==> config.mk <==
export PLATFORM = sky130hd
export DESIGN_NAME = ifid_skid_reg
export DESIGN_NICKNAME = d
export VERILOG_FILES = /design/src/rtl/ifid_skid_reg.sv
export SDC_FILE = /design/constraint.sdc
export NUM_CORES = 1
export LEC_CHECK = 0
export ABC_AREA = 0
export CORE_AREA = 2 2 128 130
export DETAILED_ROUTE_END_ITERATION = 12
export DIE_AREA = 0 0 130 132
export GPL_TIMING_DRIVEN = 0
export PLACE_DENSITY_LB_ADDON = 0.15
export SYNTH_ARGS = -nofsm -noshare
export SYNTH_HDL_FRONTEND = slang
export SYNTH_SLANG_ARGS = --single-unit
export TNS_END_PERCENT = 10
==> constraint.sdc <==
create_clock -name clk -period 11.3 [get_ports clk]
set_clock_uncertainty 0.15 [all_clocks]
set_input_delay 1.13 -clock clk [delete_from_list [all_inputs] [get_ports clk]]
set_output_delay 1.13 -clock clk [all_outputs]
set_load 0.02 [all_outputs]
==> src/rtl/ifid_skid_reg.sv <==
// IF/ID boundary register: valid/ready handshake with a one-entry skid buffer,
// flush-to-bubble support and a saturating backpressure-cycle counter.
module ifid_skid_reg #(
  parameter int unsigned           DATA_W    = 32,
  parameter int unsigned           PC_W      = 32,
  parameter logic [DATA_W-1:0]     NOP_INSTR = 32'h0000_0013,
  parameter int unsigned           CNT_W     = 16
) (
  input  logic              clk,
  input  logic              rst,
  input  logic              in_valid,
  output logic              in_ready,
  input  logic [DATA_W-1:0] in_instr,
  input  logic [PC_W-1:0]   in_pc,
  output logic              out_valid,
  input  logic              out_ready,
  output logic [DATA_W-1:0] out_instr,
  output logic [PC_W-1:0]   out_pc,
  input  logic              flush,
  output logic [CNT_W-1:0]  stall_cnt
);

  // StEmpty: main invalid; StFull: main valid; StSkid: main and skid valid.
  typedef enum logic [1:0] {StEmpty, StFull, StSkid} state_e;

  state_e            r_state, w_state_d;
  logic [DATA_W-1:0] r_main_instr, w_main_instr_d;
  logic [PC_W-1:0]   r_main_pc, w_main_pc_d;
  logic [DATA_W-1:0] r_skid_instr, w_skid_instr_d;
  logic [PC_W-1:0]   r_skid_pc, w_skid_pc_d;
  logic [CNT_W-1:0]  r_cnt, w_cnt_d;
  logic              w_stall;

  // Outputs come straight from state/registers; no path from out_ready to in_ready.
  assign in_ready  = (r_state != StSkid);
  assign out_valid = (r_state != StEmpty);
  assign out_instr = r_main_instr;
  assign out_pc    = r_main_pc;
  assign stall_cnt = r_cnt;

  assign w_stall = out_valid & ~out_ready;

  // Next-state and datapath selection; flush overrides every other transition.
  always_comb begin
    w_state_d      = r_state;
    w_main_instr_d = r_main_instr;
    w_main_pc_d    = r_main_pc;
    w_skid_instr_d = r_skid_instr;
    w_skid_pc_d    = r_skid_pc;
    if (flush) begin
      w_state_d      = StEmpty;
      w_main_instr_d = NOP_INSTR;
      w_main_pc_d    = '0;
      w_skid_instr_d = NOP_INSTR;
      w_skid_pc_d    = '0;
    end else begin
      unique case (r_state)
        StEmpty: begin
          if (in_valid) begin
            w_main_instr_d = in_instr;
            w_main_pc_d    = in_pc;
            w_state_d      = StFull;
          end
        end
        StFull: begin
          if (in_valid && out_ready) begin
            w_main_instr_d = in_instr;
            w_main_pc_d    = in_pc;
          end else if (in_valid && !out_ready) begin
            w_skid_instr_d = in_instr;
            w_skid_pc_d    = in_pc;
            w_state_d      = StSkid;
          end else if (!in_valid && out_ready) begin
            // Keep main at the bubble so out_* read NOP/0 while empty.
            w_main_instr_d = NOP_INSTR;
            w_main_pc_d    = '0;
            w_state_d      = StEmpty;
          end
        end
        StSkid: begin
          if (out_ready) begin
            w_main_instr_d = r_skid_instr;
            w_main_pc_d    = r_skid_pc;
            w_state_d      = StFull;
          end
        end
        default: w_state_d = StEmpty;
      endcase
    end
  end

  // Saturating stall counter; unaffected by flush.
  always_comb begin
    w_cnt_d = r_cnt;
    if (w_stall && (r_cnt != {CNT_W{1'b1}})) begin
      w_cnt_d = r_cnt + 1'b1;
    end
  end

  // State and storage registers with asynchronous reset to the bubble.
  always_ff @(posedge clk or posedge rst) begin
    if (rst) begin
      r_state      <= StEmpty;
      r_main_instr <= NOP_INSTR;
      r_main_pc    <= '0;
      r_skid_instr <= NOP_INSTR;
      r_skid_pc    <= '0;
      r_cnt        <= '0;
    end else begin
      r_state      <= w_state_d;
      r_main_instr <= w_main_instr_d;
      r_main_pc    <= w_main_pc_d;
      r_skid_instr <= w_skid_instr_d;
      r_skid_pc    <= w_skid_pc_d;
      r_cnt        <= w_cnt_d;
    end
  end

endmodule

======== Yosys cells after proc, flatten, opt, wreduce, memory -nomap -nowiden ========
Index checks and enable logic that the tools add are counted.
word-level totals
  bits of input ports ..................... 69
  output and inout port bits .............. 82
  logic and storage cells ................. 63
  flip-flop bits (word level) ............. 146
cells by class
  bitwise logic cells ..................... 2
  reductions and logical operators ........ 14
  add/subtract/negate cells ............... 1
  equal/unequal tests ..................... 11
  mux-type cells .......................... 29
operators by type and width
  kind                   count
  $mux 32                20
  $pmux 32 s3            2
  $add 16x1->16 const B  1
  $ne 16x16->1 const B   1
  $mux 2                 6
  $ne 4x4->1 const B     3
  $ne 3x3->1 const B     3
  $pmux 2 s3             1
  $reduce_bool 2->1      3
  $reduce_and 5->1       1
  $logic_and 1x1->1      4
  $ne 2x2->1 const B     2
  $reduce_and 4->1       1
  $reduce_bool 4->1      1
  $reduce_and 3->1       1
  $eq 2x1->1 const B     1
  $eq 2x2->1 const B     1
  $logic_not 1->1        2
  $logic_not 2->1        1
  $and 1x1->1            1
  $not 1->1              1

======== Depth between registers and ports, before layout ========
  depth after elaboration ................. 7
  mapped depth ............................ 8

======== Worst setup path after synthesis ========
No wires, ideal clock.
  kind .................................... input -> register
  from .................................... input port out_ready
  to ...................................... register r_cnt[15], in the netlist stall_cnt[15]
  arrival ................................. 2.303 ns
  path slack .............................. 8.722 ns
  path buffers ............................ 1
  required time ........................... 11.025 ns
  setup time .............................. 0.125 ns
  stages on the path ...................... 5
  path through ............................ buf_2 -> nor2_1 -> nand4_1 -> nor3_1 -> mux2_2
between the ends
  longest elaborated chain between the ends .. 3
ends and longest elaborated chain
  item                  line  source
  start, declared       16    input logic out_ready,
  $not 1->1             41    assign w_stall = out_valid & ~out_ready;
  $and 1x1->1           41
  $logic_and 1x1->1     95    if (w_stall && (r_cnt != {CNT_W{1'b1}})) begin
  end signal, assigned  115   r_cnt <= w_cnt_d;
  end, declared         31    logic [CNT_W-1:0] r_cnt, w_cnt_d;
Every way passes these cells.
A chain may end at the register's enable or synchronous reset.

======== Final worst setup path ========
  from .................................... register r_state[0]
  to ...................................... output port out_valid
between the ends
  longest elaborated chain between the ends .. 1
ends and longest elaborated chain
  item                    line  source
  start, declared         26    state_e r_state, w_state_d;
  start signal, assigned  103   r_state <= StEmpty;
  start signal, assigned  110   r_state <= w_state_d;
  $reduce_bool 2->1       36    assign out_valid = (r_state != StEmpty);
  end, declared           15    output logic out_valid,
Every way passes these cells.

==> impl_metrics.ini <==
[status]
outcome = complete, no violations

[cells_and_area]
drive_gt1_frac = 0.111
syn_to_final_growth_pct = 39.2
finalNetCount = 720
antenna_cells = 0
fin_area_um2 = 8600
postLayoutCoreUtil = 0.547

[global_route]
grt_max_degree = 81
grt_antenna_before_repair = 0
grt_usage = 0.193
grt-ovfl-total = 0
grt_pass1_vias = 4959
grt_pass1_wl_um = 25900

[min_path]
hold_start = out_instr[13]
hold_end = out_instr[13]
whs_path_depth = 1
hp-class = flip-flop to flip-flop

[pwr]
clkPwrFrac = 0.371
cell_internal_pwr_mw = 1.13
p_total_mw = 1.60
powerDensity_nw_per_um2 = 186
power_switching_uw = 469
power_leakage_nw = 3.80
seqPwrFrac = 0.392
ir_worst_vdd_uv = 93.7
swShare = 0.293
power_frac_comb = 0.236

[detailed_routing]
drt_wl_total_um = 15900
drt-initial-drc-count = 284
ant_nets = 0
viasPerCell = 5.47
wl_per_cell_um = 18.2
vias = 4777
first_pass_iters = 7
route.detailed.drc = 0

[clock_network]
clkLatencyLatePin_ps = 420
clkSlewWorstSetupHoldPaths_ps = 60
holdBufCountCts = 0
cts_resized = 0
cts_tree = done
htree_levels = 4
clock-sinks = 146
clockBufferDepth = 2
post-cts-setup-buffers = 0
clock_tree.root_cell = clkbuf_16
numCtsBuffers = 17

[floorplanning]
die_x_um = 130
coreArea_um2 = 15700
ios = 151
fp.dieH_um = 132
initial_core_util = 0.393
rows = 46
die_area_um2 = 17200

[sta]
fin_crit_sh = 0.282
final.setup.tns_ps = 0
holdWs_ps = 337
slew_violations = 0
worstMarginPinSlew_ps = 1130
setup_viol = 0
fmax_ghz = 0.314
slew_headroom = 0.240
finalHoldViolCount = 0
rsz0062_at_grt = no
fin_crit_ps = 3190

[place]
portBuffers = 149
place_area_um2 = 7970
place.gp.congestion = 0.816
dpl.hpwl_um = 10900

[worst_setup_path]
worstSetupPathType = flip-flop to output pin
timing.rr.start = r_state[0]
worst-r2r-cell-count = 7
required_ps = 10020
cp_max_fo = 6
arrival_ps = 1910
rrSetupSlack_ps = 8740
critPathCaptureType = output pin
r2r_end = out_instr[17]
cp-start-kind = flip-flop

[synthesis]
synth_nets = 551
yosys_warnings = 0
synth_area_um2 = 6180
syn-instance-count = 476
ys_seq_area_frac = 0.593
synthDistinctLibCells = 40
ys_ff_latch = 146
synth_area_per_cell_um2 = 13.0

[job]
max-cap-violations = 0
logic make-up (layout without fill, tap and decap cells):
logic type,Yosys count,in the layout,share of synthesized area
flops,146,146,0.593
compound gates,195,195,0.263
buf+inv,45,227,0.0377
simple gates,59,59,0.0547
xor+xnor,14,14,0.0199
mux,11,11,0.0201
fa+ha+maj,6,6,0.0122
how the worst max path moves through the flow:
stage                     slack [ps]  startpoint  depth (start not counted)                to
after floorplan                 6110         rst                          1     out_instr[10]
final                           8110  r_state[0]                          4         out_valid
after global placement          4200         rst                          2        out_pc[13]
after detailed placement        7630       flush                          5  r_skid_instr[27]
after CTS                       7990       flush                          5  r_skid_instr[29]
after global routing            7820       flush                          5      r_skid_pc[1]
routing by layer:
metal / share of wire / track usage / vias to the layer above / routed length [um]
met5: 0 / 0 / - / 0
met4: 0.025 / 0.0753 / 0 / 403
met3: 0.057 / 0.0560 / 28 / 899
met2: 0.47 / 0.291 / 154 / 7440
met1: 0.45 / 0.262 / 2398 / 7160
li1: - / - / 2197 / -
synthesized netlist by cell type (all sizes together):
cell     instances  share of area
dfrtp          140           0.57
a22o            65          0.092
a22oi           57          0.069
o2bb2ai         57          0.081
clkbuf          21          0.013
buf             17          0.021
nor2            12         0.0077
xor2            12          0.017
mux2            11          0.020
nor3             9         0.0073
nand4            8         0.0091
inv              7         0.0043
nand2            7         0.0043
dfstp            6          0.026
ha               6          0.012
nand3            6         0.0049
a21o             3         0.0036
a221o            3         0.0049
and4             3         0.0043
nand2b           3         0.0030
nor4             3         0.0055
o22a             3         0.0043
a21boi           2         0.0030
a21oi            2         0.0016
nor2b            2         0.0020
or2              2         0.0020
xnor2            2         0.0028
a31oi            1         0.0010
and2             1         0.0010
nor3b            1         0.0012
o21ai            1        0.00081
o21bai           1         0.0012
or3              1         0.0010
or3b             1         0.0014
power groups by stage:
stage	clock [mW]	sequential (mW)	combinational, mW
2_1_floorplan	0	0.685	0.152
6_report	0.595	0.628	0.379
3_3_place_gp	0	0.635	0.376
4_1_cts	0.606	0.629	0.383
3_5_place_dp	0	0.636	0.381
5_1_grt	0.632	0.636	0.409
worst max-delay path: stages, from the launching register on:
cell	delay [ps]
dfrtp_1	410
inv_1	110
ha_1	310
inv_1	80
clkdlybuf4s50_1	590
state kept, by name, summed over array words and instances, names as in the netlist:
| name | count |
|---|---|
| out_instr | 32 |
| out_pc | 32 |
| r_skid_instr | 32 |
| r_skid_pc | 32 |
| r_state | 2 |
| stall_cnt | 16 |
per-stage QoR:
step / setup WS, ps / cells
2_1_floorplan: 6110 / 476
3_3_place_gp: 4200 / 841
3_5_place_dp: 7630 / 842
4_1_cts: 7990 / 874
5_1_grt: 7820 / 874
6_report: 8110 / 874
cell usage in the layout, fill, tap and decap left out, drive strengths merged, types with 3 or more instances in the layout:
master         netlist  routed
a21o                 3       3
a221o                3       3
a22o                65      65
a22oi               57      57
and4                 3       3
buf                 17      18
bufinv               0       4
clkbuf              21      40
clkdlybuf4s50        0     149
clkinv               0       7
dfrtp              140     140
dfstp                6       6
ha                   6       6
inv                  7       7
mux2                11      11
nand2                7       7
nand2b               3       3
nand3                6       6
nand4                8       8
nor2                12      12
nor3                 9       9
nor4                 3       3
o22a                 3       3
o2bb2ai             57      57
xor2                12      12
final cells by class:
type	instances	area, um^2
multi-input cells	285	2280
flip-flops and latches	146	3660
well taps	216	270
clock inverters	13	185
inverters	7	31.3
fillers	1312	7110
plain buffers	38	206
clock buffers	19	443
repair buffers	150	1520
(Power assumes the default switching activity.)
